==> src/rtl/feistel_cipher_iter.sv <==
// feistel_cipher_iter: iterative Feistel cipher, one round per clock, valid/ready on both sides
// Ports:
//   clock      rising-edge clock
//   reset      asynchronous active-low reset
//   in_valid   producer offers in_data/in_key/in_mode
//   in_ready   block accepts a new word (IDLE only)
//   in_data    plaintext (encrypt) or ciphertext (decrypt), WIDTH bits
//   in_key     block key, WIDTH bits
//   in_mode    0 = encrypt, 1 = decrypt
//   out_valid  out_data holds a finished result
//   out_ready  consumer takes the result
//   out_data   registered result word, WIDTH bits
// Optional: define FEISTEL_KEY_WHITEN_EN to XOR the key into the input and the output.
module feistel_cipher_iter #(
    parameter int WIDTH  = 8,
    parameter int ROUNDS = 4
) (
    input  logic             clock,
    input  logic             reset,
    input  logic             in_valid,
    output logic             in_ready,
    input  logic [WIDTH-1:0] in_data,
    input  logic [WIDTH-1:0] in_key,
    input  logic             in_mode,
    output logic             out_valid,
    input  logic             out_ready,
    output logic [WIDTH-1:0] out_data
);
    localparam int HALF = WIDTH / 2;
    localparam int LO   = HALF / 2;
    localparam int HI   = HALF - LO;
    localparam int CW   = ROUNDS > 1 ? $clog2(ROUNDS) : 1;
    localparam logic [CW-1:0] LAST = CW'(ROUNDS - 1);

    typedef enum logic [1:0] {IDLE, RUN, DONE} state_t;

    state_t           state_q, state_d;
    logic             live_q, live_d;
    logic [CW-1:0]    cnt_q, cnt_d;
    logic [WIDTH-1:0] lr_q, lr_d;
    logic [WIDTH-1:0] key_q, key_d;
    logic             mode_q, mode_d;
    logic [WIDTH-1:0] out_q, out_d;

    logic [HALF-1:0]  l, r, f;
    logic [WIDTH-1:0] rk, x, wd, load, res, fin;
    logic [LO:0]      lo;
    logic [HI-1:0]    hi_0, hi_1;
    int               j;

    // Round datapath: key schedule, expansion, carry-select F and whitening.
    always_comb begin
        j    = mode_q ? ROUNDS - 1 - int'(cnt_q) : int'(cnt_q);
        rk   = (key_q << (j % WIDTH)) | (key_q >> (WIDTH - (j % WIDTH)));
        l    = lr_q[WIDTH-1:HALF];
        r    = lr_q[HALF-1:0];
        x    = {r[HALF-2:0], r[HALF-1], r} ^ rk;
        lo   = {1'b0, x[HALF+LO-1:HALF]} + {1'b0, x[LO-1:0]} + {{LO{1'b0}}, rk[0]};
        hi_0 = x[WIDTH-1:HALF+LO] + x[HALF-1:LO];
        hi_1 = x[WIDTH-1:HALF+LO] + x[HALF-1:LO] + HI'(1);
        f    = {lo[LO] ? hi_1 : hi_0, lo[LO-1:0]};
        // Result after the current round, halves unswapped for decrypt.
        res  = mode_q ? {l ^ f, r} : {r, l ^ f};
`ifdef FEISTEL_KEY_WHITEN_EN
        wd   = in_data ^ in_key;
        fin  = res ^ key_q;
`else
        wd   = in_data;
        fin  = res;
`endif
        load = in_mode ? {wd[HALF-1:0], wd[WIDTH-1:HALF]} : wd;
    end

    always_comb begin
        state_d   = state_q;
        live_d    = 1'b1;
        cnt_d     = cnt_q;
        lr_d      = lr_q;
        key_d     = key_q;
        mode_d    = mode_q;
        out_d     = out_q;
        in_ready  = 1'b0;
        out_valid = 1'b0;
        case (state_q)
            IDLE: begin
                // live_q holds in_ready low until the first edge after reset.
                in_ready = live_q;
                if (in_valid && live_q) begin
                    lr_d    = load;
                    key_d   = in_key;
                    mode_d  = in_mode;
                    cnt_d   = '0;
                    state_d = RUN;
                end
            end
            RUN: begin
                lr_d  = {r, l ^ f};
                cnt_d = cnt_q + CW'(1);
                if (cnt_q == LAST) begin
                    out_d   = fin;
                    state_d = DONE;
                end
            end
            DONE: begin
                out_valid = 1'b1;
                if (out_ready) state_d = IDLE;
            end
            default: state_d = IDLE;
        endcase
    end

    always_ff @(posedge clock or negedge reset) begin
        if (!reset) begin
            state_q <= IDLE;
            live_q  <= 1'b0;
            cnt_q   <= '0;
            lr_q    <= '0;
            key_q   <= '0;
            mode_q  <= 1'b0;
            out_q   <= '0;
        end else begin
            state_q <= state_d;
            live_q  <= live_d;
            cnt_q   <= cnt_d;
            lr_q    <= lr_d;
            key_q   <= key_d;
            mode_q  <= mode_d;
            out_q   <= out_d;
        end
    end

    assign out_data = out_q;
endmodule

==> config.mk <==
export PLATFORM = sky130hd
export DESIGN_NAME = feistel_cipher_iter
export DESIGN_NICKNAME = d
export VERILOG_FILES = /design/src/rtl/feistel_cipher_iter.sv
export SDC_FILE = /design/constraint.sdc
export NUM_CORES = 1
export LEC_CHECK = 0
export CAP_MARGIN = 20
export CORE_MARGIN = 5
export CORE_UTILIZATION = 30
export DETAILED_ROUTE_END_ITERATION = 7
export DONT_BUFFER_PORTS = 1
export GPL_TIMING_DRIVEN = 1
export HOLD_SLACK_MARGIN = 0.05
export PLACE_DENSITY = 0.48
export SYNTH_ARGS = -nofsm -noshare
export SYNTH_HDL_FRONTEND = slang
export SYNTH_SLANG_ARGS = --single-unit
export TNS_END_PERCENT = 30
==> constraint.sdc <==
create_clock -name clock -period 4.7 [get_ports clock]
set_input_delay 0 -clock clock [delete_from_list [all_inputs] [get_ports clock]]
set_output_delay 0 -clock clock [all_outputs]
set_load 0.01 [all_outputs]
==> results of run 1 <==
-- metrics by stage --
stage,cells,hold WS (ns),instance area [um2],util (%),worst slack (ns)
floorplan,171,-0.2956,1873,-,1.721
global placement,237,-0.2944,1929,32.21,1.261
detailed placement,237,-0.2948,1929,32.21,1.150
CTS,269,0.05344,2288,38.20,1.128
global route,269,0.08156,2288,38.20,0.8662
finish,269,0.06006,2288,38.20,1.165
-- repair_timing --
| item | CTS | global route |
|---|---|---|
| endpoints found under the hold margin | 48 | 0 |
| buffers inserted | 0 | 0 |
| hold buffers | 24 | 0 |
-- worst register-to-register path, delay by kind of cell (launching register included) --
kind,cells,cell delay (ns)
xor+xnor,4,1.24
flops,1,0.78
mux,2,0.73
fa+ha+maj,1,0.44
compound gates,1,0.16
simple gates,1,0.10
-- metal layers --
metal	global-route usage (%)	vias up	share of wire, %
li1	-	642	-
met1	14.02	631	44
met2	18.89	40	48
met3	3.779	9	6.1
met4	4.601	0	2.0
met5	0	-	0
-- how the worst max path moves through the flow --
| stage | slack (ns) | from | endpoint |
|---|---|---|---|
| global route | 0.87 | mode_q$_DFFE_PN0P_ | out_data[3]$_DFFE_PN0P_ |
| CTS | 1.13 | mode_q$_DFFE_PN0P_ | out_data[3]$_DFFE_PN0P_ |
| global placement | 1.26 | mode_q$_DFFE_PN0P_ | out_data[3]$_DFFE_PN0P_ |
| floorplan | 1.72 | mode_q$_DFFE_PN0P_ | out_data[3]$_DFFE_PN0P_ |
| finish | 1.17 | mode_q$_DFFE_PN0P_ | out_data[3]$_DFFE_PN0P_ |
| detailed placement | 1.15 | mode_q$_DFFE_PN0P_ | out_data[3]$_DFFE_PN0P_ |
-- kinds of logic (layout without fill, tap and decap cells) --
| logic type | after synthesis | in the layout | synth area share (%) |
|---|---|---|---|
| compound gates | 25 | 25 | 7.482 |
| buf+inv | 11 | 34 | 2.605 |
| mux | 31 | 31 | 22.91 |
| other cells | 1 | 1 | 0.2002 |
| xor+xnor | 20 | 20 | 11.89 |
| simple gates | 50 | 50 | 12.43 |
| flops | 30 | 30 | 40.08 |
| fa+ha+maj | 3 | 3 | 2.405 |
-- cells in the final DEF, fill, tap and decap left out --
| master | netlist | final |
|---|---|---|
| sky130_fd_sc_hd__mux4_2 | 2 | 2 |
| sky130_fd_sc_hd__nor3_1 | 2 | 2 |
| sky130_fd_sc_hd__nand2_1 | 30 | 30 |
| sky130_fd_sc_hd__inv_1 | 1 | 1 |
| sky130_fd_sc_hd__buf_12 | 0 | 1 |
| sky130_fd_sc_hd__a21oi_1 | 4 | 4 |
| sky130_fd_sc_hd__ha_1 | 2 | 2 |
| sky130_fd_sc_hd__nand4_1 | 1 | 1 |
| sky130_fd_sc_hd__and2_1 | 2 | 2 |
| sky130_fd_sc_hd__xnor3_1 | 1 | 1 |
| sky130_fd_sc_hd__xor2_4 | 1 | 1 |
| sky130_fd_sc_hd__dfrtp_1 | 30 | 30 |
| sky130_fd_sc_hd__xnor2_2 | 1 | 1 |
| sky130_fd_sc_hd__and3_1 | 1 | 1 |
| sky130_fd_sc_hd__bufinv_16 | 0 | 1 |
| sky130_fd_sc_hd__conb_1 | 1 | 1 |
| sky130_fd_sc_hd__buf_4 | 0 | 1 |
| sky130_fd_sc_hd__o211ai_1 | 4 | 4 |
| sky130_fd_sc_hd__nor2_1 | 5 | 5 |
| sky130_fd_sc_hd__a21o_1 | 1 | 1 |
| sky130_fd_sc_hd__mux2_2 | 10 | 10 |
| sky130_fd_sc_hd__nor3_2 | 2 | 2 |
| sky130_fd_sc_hd__nand3_1 | 1 | 1 |
| sky130_fd_sc_hd__clkbuf_8 | 0 | 5 |
| sky130_fd_sc_hd__fa_1 | 1 | 1 |
| sky130_fd_sc_hd__o31ai_1 | 1 | 1 |
| sky130_fd_sc_hd__mux4_1 | 5 | 5 |
| sky130_fd_sc_hd__o21ai_0 | 14 | 14 |
| sky130_fd_sc_hd__xor2_2 | 1 | 1 |
| sky130_fd_sc_hd__clkinv_2 | 0 | 2 |
| sky130_fd_sc_hd__nor3b_1 | 3 | 3 |
| sky130_fd_sc_hd__o21ai_1 | 1 | 1 |
| sky130_fd_sc_hd__mux2i_1 | 14 | 14 |
| sky130_fd_sc_hd__nor2b_1 | 1 | 1 |
| sky130_fd_sc_hd__dlygate4sd3_1 | 0 | 23 |
| sky130_fd_sc_hd__xor2_1 | 4 | 4 |
| sky130_fd_sc_hd__xnor2_1 | 12 | 12 |
| sky130_fd_sc_hd__nand2b_1 | 2 | 2 |
-- state kept, by name, summed over array words and instances, names as in the netlist --
register  flops
lr_q          8
cnt_q         2
state_q       2
out_data      8
live_q        1
mode_q        1
key_q         8
-- cell type report --
cell class                      count  area, um2
Clock inverter                      3      40.04
Sequential cell                    30      750.7
Timing Repair Buffer               25      257.7
Inverter                            1      3.754
Fill cell                         582       3702
Clock buffer                        5      68.82
Tap cell                           75      93.84
Multi-Input combinational cell    130       1074
==> results.sh, run 1 <==
export IMPL_worst_path_dominant_cell_family="XOR/XNOR gates"
export IMPL_timing_clock_skew_ns=0.01091
export IMPL_synth_area_per_cell_um2=10.95
export IMPL_grt_use_total_pct=11.52
export IMPL_count_of_mapped_cells_out_of_synthesis=171
export IMPL_synth_cell_area_um2=1873
export IMPL_drt_drc_violations_left=0
export IMPL_worst_path_max_delay_cell="sky130_fd_sc_hd__dfrtp_1"
export IMPL_first_global_vias=1377
export IMPL_rows=28
export IMPL_postRouteAntennaNets=0
export IMPL_critical_path_cell_count=9
export IMPL_cts_sinks=30
export IMPL_final_max_slew_viol_count=0
export IMPL_max_freq_mhz=282.9
export IMPL_drt_iter0_drc=65
export IMPL_first_pass_iteration_count_of_the_detailed_router=4
export IMPL_grt_start_max_net_pins=31
export IMPL_diode_insertion_count_for_antenna_repair=0
export IMPL_num_vias=1322
export IMPL_synth_seq_cells=30
export IMPL_worstMarginPinSlew_ns=0.9792
export IMPL_synth_async_sr_flop_share_pct=100.0
export IMPL_chipHeight_um=89.02
export IMPL_routed_via_density=4.914
export IMPL_floorplan_die_width_um=89.02
export IMPL_start_util_pct=31.27
export IMPL_worst_path_largest_cell_delay_ns=0.78
export IMPL_rsz0062_at_grt="no"
export IMPL_post_route_min_period_ns=3.535
export IMPL_global_route_overflow_total=0
export IMPL_finalNetCount=217
export IMPL_clk_root_buffer_cell="sky130_fd_sc_hd__clkbuf_8"
export IMPL_holdCritPathClass="input pin to flip-flop"
export IMPL_cts_made_buffers=5
export IMPL_finalCritPeriodShare_pct=75.21
export IMPL_critPathRequiredTime_ns=4.90
export IMPL_r2r_slack_ns=1.17
export IMPL_report_final_hold_viol_count=0
export IMPL_crit_reg2reg_capture="out_data[3]$_DFFE_PN0P_"
export IMPL_synth_area_leader_cell="sky130_fd_sc_hd__dfrtp_1"
export IMPL_max_slew_margin_pct=34.59
export IMPL_count_of_buffering_cells_on_the_critical_path_with_inverters_included=0
export IMPL_top_cells_by_area_synth="sky130_fd_sc_hd__dfrtp_1 (40%), sky130_fd_sc_hd__mux2i_1 (7.5%), sky130_fd_sc_hd__mux4_1 (7.0%), sky130_fd_sc_hd__mux2_2 (6.0%), sky130_fd_sc_hd__nand2_1 (6.0%)"
export IMPL_critical_path_source_type="flip-flop"
export IMPL_synthesis_nets=195
export IMPL_timing_critical_path_cells="xor2_2 -> mux4_1 -> xor2_1 -> fa_1 -> nand2_1 -> xnor3_1 -> xnor2_1 -> mux2i_1 -> o21ai_0"
export IMPL_synth_seq_area_share_pct=40.08
export IMPL_worst_path_max_fanout=15
export IMPL_grt_pass1_wl_um=6865
export IMPL_timing_critical_path_to_type="flip-flop"
export IMPL_cap_violations=0
export IMPL_grt_antenna_before_repair=0
export IMPL_worst_r2r_startpoint="mode_q$_DFFE_PN0P_"
export IMPL_worstPathArrival_ns=3.74
export IMPL_clock_path_buffers=2
export IMPL_status="finished, final reports clean"
export IMPL_drt_wl_total_um=4129
export IMPL_holdPathEnd="lr_q[4]$_DFFE_PN0P_"
export IMPL_finalSetupViolCount=0
export IMPL_fp_coreArea_um2=5991
export IMPL_worstSetupPathType="flip-flop to flip-flop"
export IMPL_post_route_cells_drive_above_1_share_pct=13.92
export IMPL_ys_flop_type="sky130_fd_sc_hd__dfrtp_1"
export IMPL_syn_to_final_growth_pct=22.18
export IMPL_portBuffers=0
export IMPL_cts_clk_slew_worst_paths_ns=0.07
export IMPL_synth_edf_count=0
export IMPL_post_detailed_route_wirelength_per_cell_um=15.35
export IMPL_synth_top_cell_area_share_pct=40.08
export IMPL_worstHoldPathCells=3
export IMPL_floorplan_die_area_um2=7924
export IMPL_place_hpwl_um=2811
export IMPL_ys_warnings_count=0
export IMPL_h_tree_depth=2
export IMPL_clkLatencyLatePin_ns=0.28
export IMPL_timing_hold_worst_start="in_data[4]"
export IMPL_final_setup_tns_ns=0
export IMPL_cts_resized=0
export IMPL_ios=31
export IMPL_ys_top_cells_by_count="sky130_fd_sc_hd__dfrtp_1 (30), sky130_fd_sc_hd__nand2_1 (30), sky130_fd_sc_hd__mux2i_1 (14), sky130_fd_sc_hd__o21ai_0 (14), sky130_fd_sc_hd__xnor2_1 (12)"
export IMPL_rr_worst_depth=9
export IMPL_gpl_final_weighted_congestion=0.8060
export IMPL_cts_tree="built"
export IMPL_synth_lib_cells_used_distinct=34
Power of run 1 is left out: the tool's default activity adds up to more than one toggle a clock period on the data nets, which glitch-free logic cannot reach.
==> run 2: changes to the inputs <==
- PLACE_DENSITY: 0.48 -> 0.49
- clock period: 4.7 -> 3.08 ns (I/O delays scaled with it)
==> run 2 against run 1 <==
Against the previous run: non-clock buffer count rose by 6; cell count rose by 1.9%; highest routed layer unchanged; register-to-register slack got worse by 1.0 ns; clock-buffer cell count did not move; critical path type unchanged; die area did not move.
==> results.sh, run 2 (synthesized netlist as in run 1, its figures left out) <==
export IMPL_postRouteAntennaNets=0
export IMPL_ios=31
export IMPL_cts_tree="built"
export IMPL_worstMarginPinSlew_ns=0.9052
export IMPL_worstHoldPathCells=4
export IMPL_portBuffers=0
export IMPL_clkLatencyLatePin_ns=0.28
export IMPL_worstPathArrival_ns=3.09
export IMPL_place_hpwl_um=2886
export IMPL_status="finished, final reports clean"
export IMPL_drt_drc_violations_left=0
export IMPL_crit_reg2reg_capture="lr_q[3]$_DFFE_PN0P_"
export IMPL_rows=28
export IMPL_floorplan_die_area_um2=7924
export IMPL_floorplan_die_width_um=89.02
export IMPL_final_max_slew_viol_count=0
export IMPL_worst_r2r_startpoint="cnt_q[1]$_DFFE_PN0P_"
export IMPL_cts_made_buffers=5
export IMPL_diode_insertion_count_for_antenna_repair=0
export IMPL_post_detailed_route_wirelength_per_cell_um=14.82
export IMPL_mostFrequentLayoutCell="sky130_fd_sc_hd__nand2_1"
export IMPL_grt_use_total_pct=10.86
export IMPL_clk_root_buffer_cell="sky130_fd_sc_hd__clkbuf_8"
export IMPL_h_tree_depth=2
export IMPL_cap_violations=0
export IMPL_r2r_slack_ns=0.15
export IMPL_fp_coreArea_um2=5991
export IMPL_first_pass_iteration_count_of_the_detailed_router=4
export IMPL_global_route_overflow_total=0
export IMPL_cts_clk_slew_worst_paths_ns=0.07
export IMPL_max_freq_mhz=341.6
export IMPL_grt_antenna_before_repair=0
export IMPL_max_slew_margin_pct=39.32
export IMPL_cts_sinks=30
export IMPL_holdCritPathClass="input pin to flip-flop"
export IMPL_critPathRequiredTime_ns=3.24
export IMPL_post_route_min_period_ns=2.927
export IMPL_syn_to_final_growth_pct=23.38
export IMPL_report_final_hold_viol_count=0
export IMPL_routed_via_density=4.818
export IMPL_grt_start_max_net_pins=31
export IMPL_rr_worst_depth=10
export IMPL_timing_clock_skew_ns=0.008675
export IMPL_grt_pass1_wl_um=6451
export IMPL_finalSetupViolCount=0
export IMPL_chipHeight_um=89.02
export IMPL_worst_path_max_fanout=5
export IMPL_clock_path_buffers=2
export IMPL_critical_path_source_type="flip-flop"
export IMPL_critPathLaunch="cnt_q[1]$_DFFE_PN0P_"
export IMPL_gpl_final_weighted_congestion=0.7781
export IMPL_drt_iter0_drc=37
export IMPL_worst_setup_path_endpoint="lr_q[3]$_DFFE_PN0P_"
export IMPL_start_util_pct=31.27
export IMPL_finalCritPeriodShare_pct=95.04
export IMPL_post_route_util_pct=38.58
export IMPL_post_route_cells_drive_above_1_share_pct=19.10
export IMPL_finalNetCount=223
export IMPL_first_global_vias=1324
export IMPL_num_vias=1320
export IMPL_timing_critical_path_to_type="flip-flop"
export IMPL_mostFrequentLayoutCells="sky130_fd_sc_hd__nand2_1 (30), sky130_fd_sc_hd__dfrtp_1 (28), sky130_fd_sc_hd__dlygate4sd3_1 (21)"
export IMPL_drt_wl_total_um=4062
export IMPL_worstSetupPathType="flip-flop to flip-flop"
-- run 2: cell types whose count changed in the layout (fill, tap and decap cells not counted), sizes merged --
cell         previous run  this run
buf                     2        10
bufinv                  1         0
dlygate4sd3            23        21
-- run 2: layout make-up --
cell class                 count  area [um2]
clock buffer                   5       68.82
clock inverter                 2       10.01
fill                         559        3680
inverter                       1       3.754
multi-input combinational    130        1084
sequential                    30       753.2
tap                           75       93.84
timing repair buffer          31       297.8
-- run 2: how the worst min path moves through the flow --
| stage | start | endpoint | slack, ns |
|---|---|---|---|
| 2_1_floorplan | reset | cnt_q[0]$_DFFE_PN0P_ | -0.30 |
| 3_3_place_gp | reset | out_data[2]$_DFFE_PN0P_ | -0.29 |
| 3_5_place_dp | reset | out_data[6]$_DFFE_PN0P_ | -0.29 |
| 4_1_cts | in_data[2] | lr_q[2]$_DFFE_PN0P_ | 0.05 |
| 5_1_grt | in_data[4] | lr_q[4]$_DFFE_PN0P_ | 0.08 |
| 6_report | in_data[3] | lr_q[3]$_DFFE_PN0P_ | 0.06 |
-- run 2: critical path: stages (launching register included) --
cell and delay, ns:
sky130_fd_sc_hd__dfrtp_2 0.45, sky130_fd_sc_hd__xor2_4 0.25, sky130_fd_sc_hd__mux4_1 0.60, sky130_fd_sc_hd__xor2_1 0.18
sky130_fd_sc_hd__fa_2 0.41, sky130_fd_sc_hd__nand2_1 0.08, sky130_fd_sc_hd__xnor3_1 0.42, sky130_fd_sc_hd__xnor2_2 0.16
sky130_fd_sc_hd__buf_4 0.14, sky130_fd_sc_hd__nand2_1 0.05, sky130_fd_sc_hd__o21ai_0 0.07
-- run 2: per-stage QoR --
| stage | cells | area [um2] | setup WS, ns | TNS, ns | hold slack [ns] |
|---|---|---|---|---|---|
| finish | 274 | 2311 | 0.1528 | 0 | 0.05860 |
| global route | 274 | 2311 | -0.0002320 | -0.0002320 | 0.08231 |
| CTS | 272 | 2292 | 0.03781 | 0 | 0.05229 |
| detailed placement | 243 | 1974 | -0.02179 | -0.04030 | -0.2947 |
| global placement | 243 | 1974 | 0.07014 | 0 | -0.2948 |
| floorplan | 171 | 1873 | 0.1011 | 0 | -0.2956 |
-- run 2: metal layers --
layer / vias up / track usage (%) / routed length [um]
met5: - / 0 / 0
met4: 0 / 4.060 / 48
met3: 5 / 3.687 / 254
met2: 29 / 18.22 / 1930
met1: 627 / 12.90 / 1828
li1: 659 / - / -
-- run 2: timing repair --
action / 4_1_cts / 5_1_grt
buffers inserted: 0 / 2
resized for setup: 2 / 2
pin swaps: 0 / 2
gates cloned: 0 / 0
hold buffers: 22 / 0
setup endpoints to repair: 2 / 2
endpoints found under the hold margin: 46 / 0
Power of run 2 is left out for the same reason.
==> run 3: changes to the inputs <==
- CTS_BUF_LIST: not set -> sky130_fd_sc_hd__clkbuf_4
==> run 3 against run 2 <==
Against the previous run: register-to-register slack is essentially flat; design area is essentially flat; via count grew 2.4%; fmax grew 0.32%; routed wire length shrank 0.27%; non-clock buffer count grew 3; die area is the same; critical path type unchanged; sequential share of layout area is essentially flat; clock skew grew 0.0051 ns; worst hold slack gained 0.037 ns.
==> results.sh, run 3 (synthesized netlist as in run 1, its figures left out) <==
export IMPL_drt_iter0_drc=55
export IMPL_mostFrequentLayoutCells="sky130_fd_sc_hd__nand2_1 (30), sky130_fd_sc_hd__dfrtp_1 (28), sky130_fd_sc_hd__dlygate4sd3_1 (24)"
export IMPL_worstPathArrival_ns=3.14
export IMPL_floorplan_die_area_um2=7924
export IMPL_pre_cts_ws_ns=-0.02179
export IMPL_mostFrequentLayoutCell="sky130_fd_sc_hd__nand2_1"
export IMPL_ios=31
export IMPL_start_util_pct=31.27
export IMPL_worstMarginPinSlew_ns=0.9082
export IMPL_worstSetupPathType="flip-flop to flip-flop"
export IMPL_syn_to_final_growth_pct=23.31
export IMPL_critical_path_source_type="flip-flop"
export IMPL_clkLatencyLatePin_ns=0.33
export IMPL_r2r_slack_ns=0.16
export IMPL_fp_coreArea_um2=5991
export IMPL_first_global_vias=1336
export IMPL_worst_path_largest_cell_delay_ns=0.60
export IMPL_final_max_slew_viol_count=0
export IMPL_drt_wl_total_um=4051
export IMPL_timing_critical_path_to_type="flip-flop"
export IMPL_cts_tree="built"
export IMPL_critPathLaunch="cnt_q[1]$_DFFE_PN0P_"
export IMPL_post_detailed_route_wirelength_per_cell_um=14.62
export IMPL_rr_worst_depth=10
export IMPL_critPathRequiredTime_ns=3.30
export IMPL_path_common_cell="sky130_fd_sc_hd__nand2_1"
export IMPL_grt_use_total_pct=10.73
export IMPL_fillers=559
export IMPL_place_hpwl_um=2886
export IMPL_finalNetCount=226
export IMPL_portBuffers=0
export IMPL_finalSetupViolCount=0
export IMPL_clk_root_buffer_cell="sky130_fd_sc_hd__clkbuf_4"
export IMPL_h_tree_depth=2
export IMPL_timing_critical_path_cells="xor2_4 -> mux4_1 -> xor2_1 -> fa_2 -> nand2_1 -> xnor3_1 -> xnor2_2 -> buf_4 -> nand2_1 -> o21ai_0"
export IMPL_grt_pass1_wl_um=6389
export IMPL_routed_via_density=4.881
export IMPL_worst_r2r_startpoint="cnt_q[1]$_DFFE_PN0P_"
export IMPL_rows=28
export IMPL_grt_start_max_net_pins=31
export IMPL_max_freq_mhz=342.7
export IMPL_grt_antenna_before_repair=0
export IMPL_diode_insertion_count_for_antenna_repair=0
export IMPL_cap_violations=0
export IMPL_first_pass_iteration_count_of_the_detailed_router=4
export IMPL_chipHeight_um=89.02
export IMPL_clock_path_buffers=2
export IMPL_final_cell_count_no_fill=277
export IMPL_postRouteAntennaNets=0
export IMPL_worst_path_max_delay_cell="sky130_fd_sc_hd__mux4_1"
export IMPL_max_slew_margin_pct=39.13
export IMPL_worst_setup_path_endpoint="lr_q[3]$_DFFE_PN0P_"
export IMPL_report_final_hold_viol_count=0
export IMPL_finalWorstSetupSlack_ns=0.1620
export IMPL_worst_path_max_fanout=5
export IMPL_num_vias=1352
export IMPL_cts_clk_slew_worst_paths_ns=0.10
export IMPL_cts_made_buffers=5
export IMPL_post_route_min_period_ns=2.918
export IMPL_finalCritPeriodShare_pct=94.74
export IMPL_drt_drc_violations_left=0
export IMPL_holdCritPathClass="input pin to async pin"
export IMPL_post_place_cells=243
export IMPL_crit_reg2reg_capture="lr_q[3]$_DFFE_PN0P_"
export IMPL_timing_clock_skew_ns=0.01376
export IMPL_post_route_cells_drive_above_1_share_pct=18.81
export IMPL_cts_sinks=30
export IMPL_floorplan_die_width_um=89.02
export IMPL_global_route_overflow_total=0
export IMPL_status="finished, final reports clean"
export IMPL_gpl_final_weighted_congestion=0.7781
[run 3: cell count changes in the layout (fill, tap and decap cells not counted)]
cell                            delta
sky130_fd_sc_hd__clkbuf_4          +5
sky130_fd_sc_hd__clkbuf_8          -5
sky130_fd_sc_hd__dlygate4sd3_1     +3
[run 3: layout make-up]
class / count / area [um2] / area share (%)
well taps: 75 / 93.84 / 4.063
inverters: 1 / 3.754 / 0.1625
multi-input cells: 130 / 1084 / 46.91
clock buffers: 5 / 37.54 / 1.625
repair buffers: 34 / 327.8 / 14.19
clock inverters: 2 / 10.01 / 0.4334
flip-flops and latches: 30 / 753.2 / 32.61
[run 3: layer usage]
| layer | up-vias | share of wire, % | track usage (%) |
|---|---|---|---|
| li1 | 666 | - | - |
| met1 | 645 | 46 | 12.73 |
| met2 | 33 | 46 | 17.95 |
| met3 | 8 | 6.3 | 3.687 |
| met4 | 0 | 1.8 | 4.060 |
| met5 | - | 0 | 0 |
[run 3: repair_timing]
| item | in CTS | in global routing |
|---|---|---|
| resized for setup | 2 | 2 |
| endpoints found under the hold margin | 49 | 0 |
| pin swaps | 0 | 2 |
| endpoints found under the setup margin | 2 | 2 |
| buffers inserted | 0 | 2 |
| hold buffers | 25 | 0 |
[run 3: worst max-delay path: cells and delay by family (launching register included)]
family                   cells  cell delay [ns]
adder cells (fa/ha/maj)      1             0.41
multiplexers                 1             0.60
buffers and inverters        1             0.14
flip-flops                   1             0.46
AO/OA/AOI/OAI                1             0.07
XOR/XNOR                     4             1.01
AND/OR/NAND/NOR              2             0.13
[run 3: worst min path at each step]
| stage | start | endpoint |
|---|---|---|
| final | reset | out_data[6]$_DFFE_PN0P_ |
| after global routing | reset | out_data[1]$_DFFE_PN0P_ |
| after CTS | reset | out_data[1]$_DFFE_PN0P_ |
| after detailed placement | reset | out_data[6]$_DFFE_PN0P_ |
| after global placement | reset | out_data[2]$_DFFE_PN0P_ |
| after floorplan | reset | cnt_q[0]$_DFFE_PN0P_ |
[run 3: per-stage QoR]
stage | TNS, ns | area (um2) | util [%] | hold WS (ns)
after floorplan | 0 | 1873 | - | -0.2956
after global placement | 0 | 1974 | 32.96 | -0.2948
after detailed placement | -0.04030 | 1974 | 32.96 | -0.2947
after CTS | 0 | 2291 | 38.24 | 0.08472
after global routing | -0.005170 | 2310 | 38.55 | 0.09603
final | 0 | 2310 | 38.55 | 0.09549
Power of run 3 is left out for the same reason.
